File: src/rtl/bus_arbiter_rr.sv
// Round-robin bus arbiter: parks on the last owner, rotates fairly, caps hold time
// under contention and honours a bus lock from the current owner.
module bus_arbiter_rr #(
  parameter int NUM_MASTERS = 4,
  parameter int OWNER_W     = 2,
  parameter int MAX_HOLD    = 16,
  parameter int HOLD_W      = 5,
  parameter int RESET_OWNER = 0
) (
  input  logic                   clk,
  input  logic                   reset,
  input  logic [NUM_MASTERS-1:0] m_req_,
  input  logic [NUM_MASTERS-1:0] m_lock_,
  output logic [NUM_MASTERS-1:0] m_grnt_,
  output logic [OWNER_W-1:0]     owner,
  output logic                   preempt
);

  // With MAX_HOLD=0 the counter is never compared, so keep it at least one bit wide.
  localparam int CNT_W    = (HOLD_W < 1) ? 1 : HOLD_W;
  localparam int HOLD_CAP = (MAX_HOLD > 0) ? MAX_HOLD - 1 : 0;

  logic [CNT_W-1:0]       hold_cnt;
  logic [NUM_MASTERS-1:0] req;
  logic [NUM_MASTERS-1:0] others_req;
  logic                   oreq;
  logic                   lock;
  logic                   others;
  logic                   keep;
  logic [OWNER_W-1:0]     next_owner;
  int                     scan_sum;

  always_comb begin
    // NOTE: every signal gets a value before any conditional write, so no latch is inferred.
    req        = ~m_req_;
    oreq       = req[owner];
    lock       = ~m_lock_[owner] & oreq;
    others_req = req;
    others_req[owner] = 1'b0;
    others     = |others_req;
    keep       = oreq & ((MAX_HOLD == 0) || !others || lock ||
                         (int'(hold_cnt) < MAX_HOLD - 1));
  end

  // Scan from farthest to nearest so the nearest requester after the owner wins.
  always_comb begin
    next_owner = owner;
    scan_sum   = 0;
    for (int k = NUM_MASTERS - 1; k >= 1; k--) begin
      scan_sum = int'(owner) + k;
      if (scan_sum >= NUM_MASTERS) scan_sum = scan_sum - NUM_MASTERS;
      if (req[scan_sum]) next_owner = OWNER_W'(scan_sum);
    end
  end

  // NOTE: state registers use non-blocking assignments so all of them update from pre-edge values.
  always_ff @(posedge clk or posedge reset) begin
    if (reset) begin
      owner    <= OWNER_W'(RESET_OWNER);
      hold_cnt <= '0;
      preempt  <= 1'b0;
    end else if (keep) begin
      hold_cnt <= (int'(hold_cnt) >= HOLD_CAP) ? CNT_W'(HOLD_CAP) : hold_cnt + 1'b1;
      preempt  <= 1'b0;
    end else if (others) begin
      owner    <= next_owner;
      hold_cnt <= '0;
      preempt  <= oreq;
    end else begin
      hold_cnt <= '0;
      preempt  <= 1'b0;
    end
  end

  always_comb begin
    m_grnt_        = '1;
    m_grnt_[owner] = 1'b0;
  end

endmodule

File: config.mk
export PLATFORM = sky130hd
export DESIGN_NAME = bus_arbiter_rr
export DESIGN_NICKNAME = d
export VERILOG_FILES = /design/src/rtl/bus_arbiter_rr.sv
export SDC_FILE = /design/constraint.sdc
export NUM_CORES = 1
export LEC_CHECK = 0
export ABC_AREA = 1
export ABC_CLOCK_PERIOD_IN_PS = 2200
export BUFFER_PORTS_ARGS = -buffer_cell sky130_fd_sc_hd__buf_2
export CAP_MARGIN = 20
export CORE_MARGIN = 2
export CORE_UTILIZATION = 34
export CTS_CLUSTER_DIAMETER = 120
export DETAILED_ROUTE_END_ITERATION = 7
export GPL_TIMING_DRIVEN = 0
export PLACE_DENSITY = 0.59
export RECOVER_POWER = 50
export SETUP_SLACK_MARGIN = 0.4
export SKIP_LAST_GASP = 1
export SLEW_MARGIN = 25
export SYNTH_ARGS = -nofsm -noshare
export SYNTH_HDL_FRONTEND = slang
export SYNTH_SLANG_ARGS = --single-unit
File: constraint.sdc
create_clock -name clk -period 2.2 [get_ports clk]
set_clock_uncertainty 0.2 [all_clocks]
set_input_delay 0.33 -clock clk [delete_from_list [all_inputs] [get_ports clk]]
set_output_delay 0.33 -clock clk [all_outputs]
set_load 0.1 [all_outputs]
== After elaboration in Yosys (flattened, before gate mapping) ==
Index checks and enable logic that the tools add are counted.
Cells by class
  $mul: 0
  mux-type cells: 25
  $add $sub $neg: 7
  reduce and logical (&&, ||, !) cells: 7
  shift operators: 0
  bitwise logic cells: 7
  div/mod/pow operators: 0
  $lt $le $gt $ge: 10
  equality and inequality tests: 0
Operators by type and width (number)
  < comparator 32 x 4 -> 1 bit (second input constant): 3
  two-way mux 32 bit: 3
  subtractor 3 x 3 -> 4 bit (second input constant): 3
  two-way mux 1 bit: 11
  binary-select mux 1 bit (select 2 bit): 5
  two-way mux 5 bit: 2
  >= comparator 3 bit (second input constant): 3
  NOT 4 bit: 2
  adder 2 x 2 -> 3 bit (second input constant): 2
  two-way mux 2 bit: 3
  adder 5 x 1 -> 5 bit (second input constant): 1
  >= comparator 5 x 4 -> 1 bit (second input constant): 1
  < comparator 5 x 4 -> 1 bit (second input constant): 1
  bitwise AND 4 bit: 1
  OR reduction 4 bit: 1
  adder 2 x 1 -> 3 bit (second input constant): 1
  < comparator 2 x 3 -> 1 bit (second input constant): 1
  AND reduction 3 bit: 1
  nonzero test 3 bit: 1
  bitwise AND 1 bit: 2
  demux 1 bit (select 2 bit): 1
  >= comparator 2 x 1 -> 1 bit (second input constant): 1
  logical OR 1 bit: 2
  NOT 1 bit: 2
  2 further kinds: 2
Storage, ports and cells
  bits in read-only memories: 0
  latch bits: 0
  RAM bits: 0
  register bits after elaboration: 8
  memories: 0

== Depth between registers and ports, before layout ==
  depth in word-level cells: 13
  mapped depth: 10
  gate-level depth less buffers: 10

== Worst setup path after synthesis ==
OpenSTA, ideal clock, no wires.
  path kind: flip-flop to output port
  start: register owner[0]
  end: output port m_grnt_[2]
  stages on the path, launching flop included: 4
  path slack: -0.390 ns
  required time: 1.670 ns
  path buffers: 0
  arrival time: 2.060 ns
  path through: dfrtp_1 > inv_2 > ha_1 > inv_1
On the way
  word-level cells in the longest chain between the ends: 5
  elaborated cells on any way between the ends: 6
  those cells by class: order compare: 2; mux: 2; bitwise: 1; reduce/logical: 1
RTL lines
  start, declared: RTL line 15  | output logic [OWNER_W-1:0] owner,
  start signal, assigned: RTL line 59  | owner <= OWNER_W'(RESET_OWNER);
  start signal, assigned: RTL line 66  | owner <= next_owner;
  < comparator 2 x 3 -> 1 bit (not written as such) or >= comparator 2 x 1 -> 1 bit (tied branches): RTL line 77  | m_grnt_[owner] = 1'b0;
  logical AND 1 bit (not written as such): RTL line 77
  two-way mux 1 bit (not written as such): RTL line 77
  demux 1 bit (select 2 bit) (*): RTL line 77
  NOT 4 bit (no source line) (*)
  end, declared: RTL line 14  | output logic [NUM_MASTERS-1:0] m_grnt_,
Every way passes the cells marked *; elsewhere a longest branch is shown, timed or not.

== Final worst setup path ==
  start: register preempt
  end: output port preempt
RTL lines
  start, declared: RTL line 16  | output logic preempt
  start signal, assigned: RTL line 68  | preempt <= oreq;
No word-level cell between the ends.

==> results summary <==
After detailed routing, the average wire length per cell comes to 10.0 um. STA classifies the critical path startpoint as a flop. The layout cell share with drive strength beyond 1 came out at 40.6%. Traced cell by cell, the critical path runs through clkbuf_1.

The worst path needs 1.94 ns of the cycle, external delays included. The sum of routed wire length over all layers came out at 1610 um. Counting every sink on the clock net gives 8. The number of antenna violations at the first check in global routing is 0. For this run the aggregate overflow at the end of global routing stands at 0. The maximum clock frequency is 515 MHz. The data arrival at the endpoint of the critical path is 1.41 ns. The wire length of the first global-routing pass came out at 2660 um. The worst pin sits at a relative slew slack of 23.2%. The synthesized area came out at 719 um^2. The number of hold violations in the final report came out at 0. The slowest stage cell on the critical path is clkbuf_1. The data required time at the worst endpoint is 1.67 ns. Setup repair after global routing could not meet its margin everywhere. For this run, the register share of the synthesized area comes to 27.8%. The count of unique library cells instantiated by Yosys came out at 20. After clock tree synthesis, the clock-pin slew on the worst setup and hold paths is 0.06 ns.

The transition time of the tightest slew-check pin came out at 1.16 ns. The gate family responsible for the most delay along the worst path is buffers and inverters. The pin count of the biggest net entering global routing is 11. The via density per instance is 4.49. The maximum fanout along the worst path came out at 1.

The count of maximum capacitance violations is 0. The count of routing violations after the opening detailed-route iteration is 17. The startpoint identified for the worst hold timing path is hold_cnt[0]. The effective utilization at floorplan came out at 36.3%. The insertion delay to the later sink of the worst-skew pair came out at 0.25 ns. The number of cells on the worst reg-to-reg path is 10. The final setup violation count is 0. The via count of the first global-routing pass is 668. The net count after synthesis is 122. Counting flops and latches in the post-synthesis netlist gives 8.

The buffer depth of the longest clock path is 2. In the global route stage, overall resource usage came out at 13.6%. The final weighted congestion in routability-driven placement came out at 0.864. The synthesized area per cell came out at 6.79 um^2.

The core area came out at 1980 um^2. The count of synthesis-stage warnings from yosys came out at 0. The H-tree depth came out at 1.

Counting instances, the worst hold path has a depth of 1. The number of antenna cells inserted is 0. The die is 50 um wide. TritonCTS built the clock tree. Summed over all instances, the cell type with the most area after synthesis is dfrtp_1. Counting the buffers created by CTS gives 3.

The tightest min-delay check is of the reg2reg type. Leaving out fill and tap cells, the most frequent cell in the layout is nand2_1. The area of the die is 2500 um^2.

The number of core rows is 16. The count of buffering cells on the critical path with inverters included came out at 1. The worst setup path is of the reg2out kind. Pin placement for this block handled 17 I/O pins. Summed over all nets, the half-perimeter wirelength after detailed placement is 1130 um. The reg-to-reg startpoint is owner[1]. The nature of the critical path endpoint is an output port. The root buffer cell chosen for the clock tree is clkbuf_4. The critical path's largest stage delay is 0.85 ns. The worst hold path terminates at hold_cnt[0]. The post-detailed-route DRC marker count came out at 0. The height of the chip came out at 50 um.

The count of port buffers added during placement is 16. Synthesis produced 106 cells. The top cell types in the final layout, fill and taps aside, are 25 x nand2_1, 18 x inv_1, 11 x buf_2. The synthesis-to-layout area growth is 48.2%. The worst register-to-register path ends at owner[0]. By area the synthesized netlist is led by dfrtp_1 28%, nand2_1 14%, inv_1 11%. The number of pins with negative max-slew slack in the final report came out at 0. The worst-case register-to-register setup slack is 0.36 ns. The sum of negative setup slack is 0 ns. The number of iterations in the first detailed-routing pass came out at 4. The vias after detailed routing is 719. The number of antenna-violating nets in the routed design is 0. The final period utilization is 88.3%. The run finished with clean final reports. The number of nets in the final layout came out at 150. The share of the synthesized area in the top cell type is 27.8%.
==> state kept, by name (all words and copies together) (netlist names) <==
name / count
owner: 2
preempt: 1
hold_cnt: 5
==> routing by layer <==
layer	part of all wire [%]	GRT usage [%]	vias to the layer above
met5	0	0	-
met4	0.50	2.31	0
met3	4.2	4.85	2
met2	50	22.1	15
met1	45	17.4	317
li1	-	-	385
==> cell usage after synthesis, drive strengths merged <==
cell,count
nand2,31
a31oi,2
dfrtp,8
o21ai,5
nor3,2
o22ai,1
buf,1
inv,24
nand3,11
nand4,1
nor2,12
a21oi,2
ha,6
==> worst max-delay path by stage <==
| stage | start | to | slack, ns | depth (start not counted) |
|---|---|---|---|---|
| floorplan | owner[0] | m_grnt_[2] | 0.33 | 3 |
| global placement | owner[1] | m_grnt_[1] | 0.46 | 4 |
| detailed placement | owner[1] | m_grnt_[0] | 0.46 | 4 |
| CTS | owner[1] | m_grnt_[0] | 0.35 | 4 |
| global route | owner[1] | m_grnt_[1] | 0.20 | 4 |
| finish | preempt | preempt | 0.26 | 1 |
==> cells by family after synthesis <==
group,count (synthesis),synth area share [%]
DFF,8,27.8
AOI/OAI and AO/OA,10,9.04
buffers and inverters,25,14.1
and+or+nand+nor,57,38.6
adders and majority gates,6,10.4
==> area by class of cell <==
type	instances	area, um^2
inverter	24	118
clock buffer	4	26.3
fill	179	916
sequential	8	204
tap	27	33.8
timing repair buffer	22	169
multi-input combinational	74	504
buffer	1	11.3
==> metrics by stage <==
stage / hold WS [ns] / util (%) / cell area (um^2) / cells / worst slack (ns)
3_3_place_gp: 0.0790 / 46.1 / 913 / 149 / 0.463
6_report: 0.284 / 53.8 / 1070 / 160 / 0.257
4_1_cts: 0.290 / 51.2 / 1010 / 157 / 0.350
2_1_floorplan: -0.0543 / - / 800 / 106 / 0.326
3_5_place_dp: 0.0805 / 46.1 / 913 / 149 / 0.458
5_1_grt: 0.298 / 53.8 / 1070 / 160 / 0.204
==> repair_timing <==
action	4_1_cts	5_1_grt
hold buffers	1	0
gates resized for setup	13	9
hold endpoints to repair	8	0
buffers inserted	3	2
pin swaps	1	3
gates cloned	0	1
endpoints found under the setup margin	4	8
==> worst reg2reg max path, cell delays in order, from the launching register on <==
cell     delay (ns)
dfrtp_1        0.61
inv_6          0.08
ha_4           0.19
nor2_1         0.08
nor2_1         0.06
nand2_2        0.09
inv_1          0.08
nor2_4         0.16
nand3_2        0.08
nand2_1        0.06
nand2_1        0.05
Power is not shown: default switching activity piles up to over one toggle a cycle in this logic, so the estimate is an artifact.
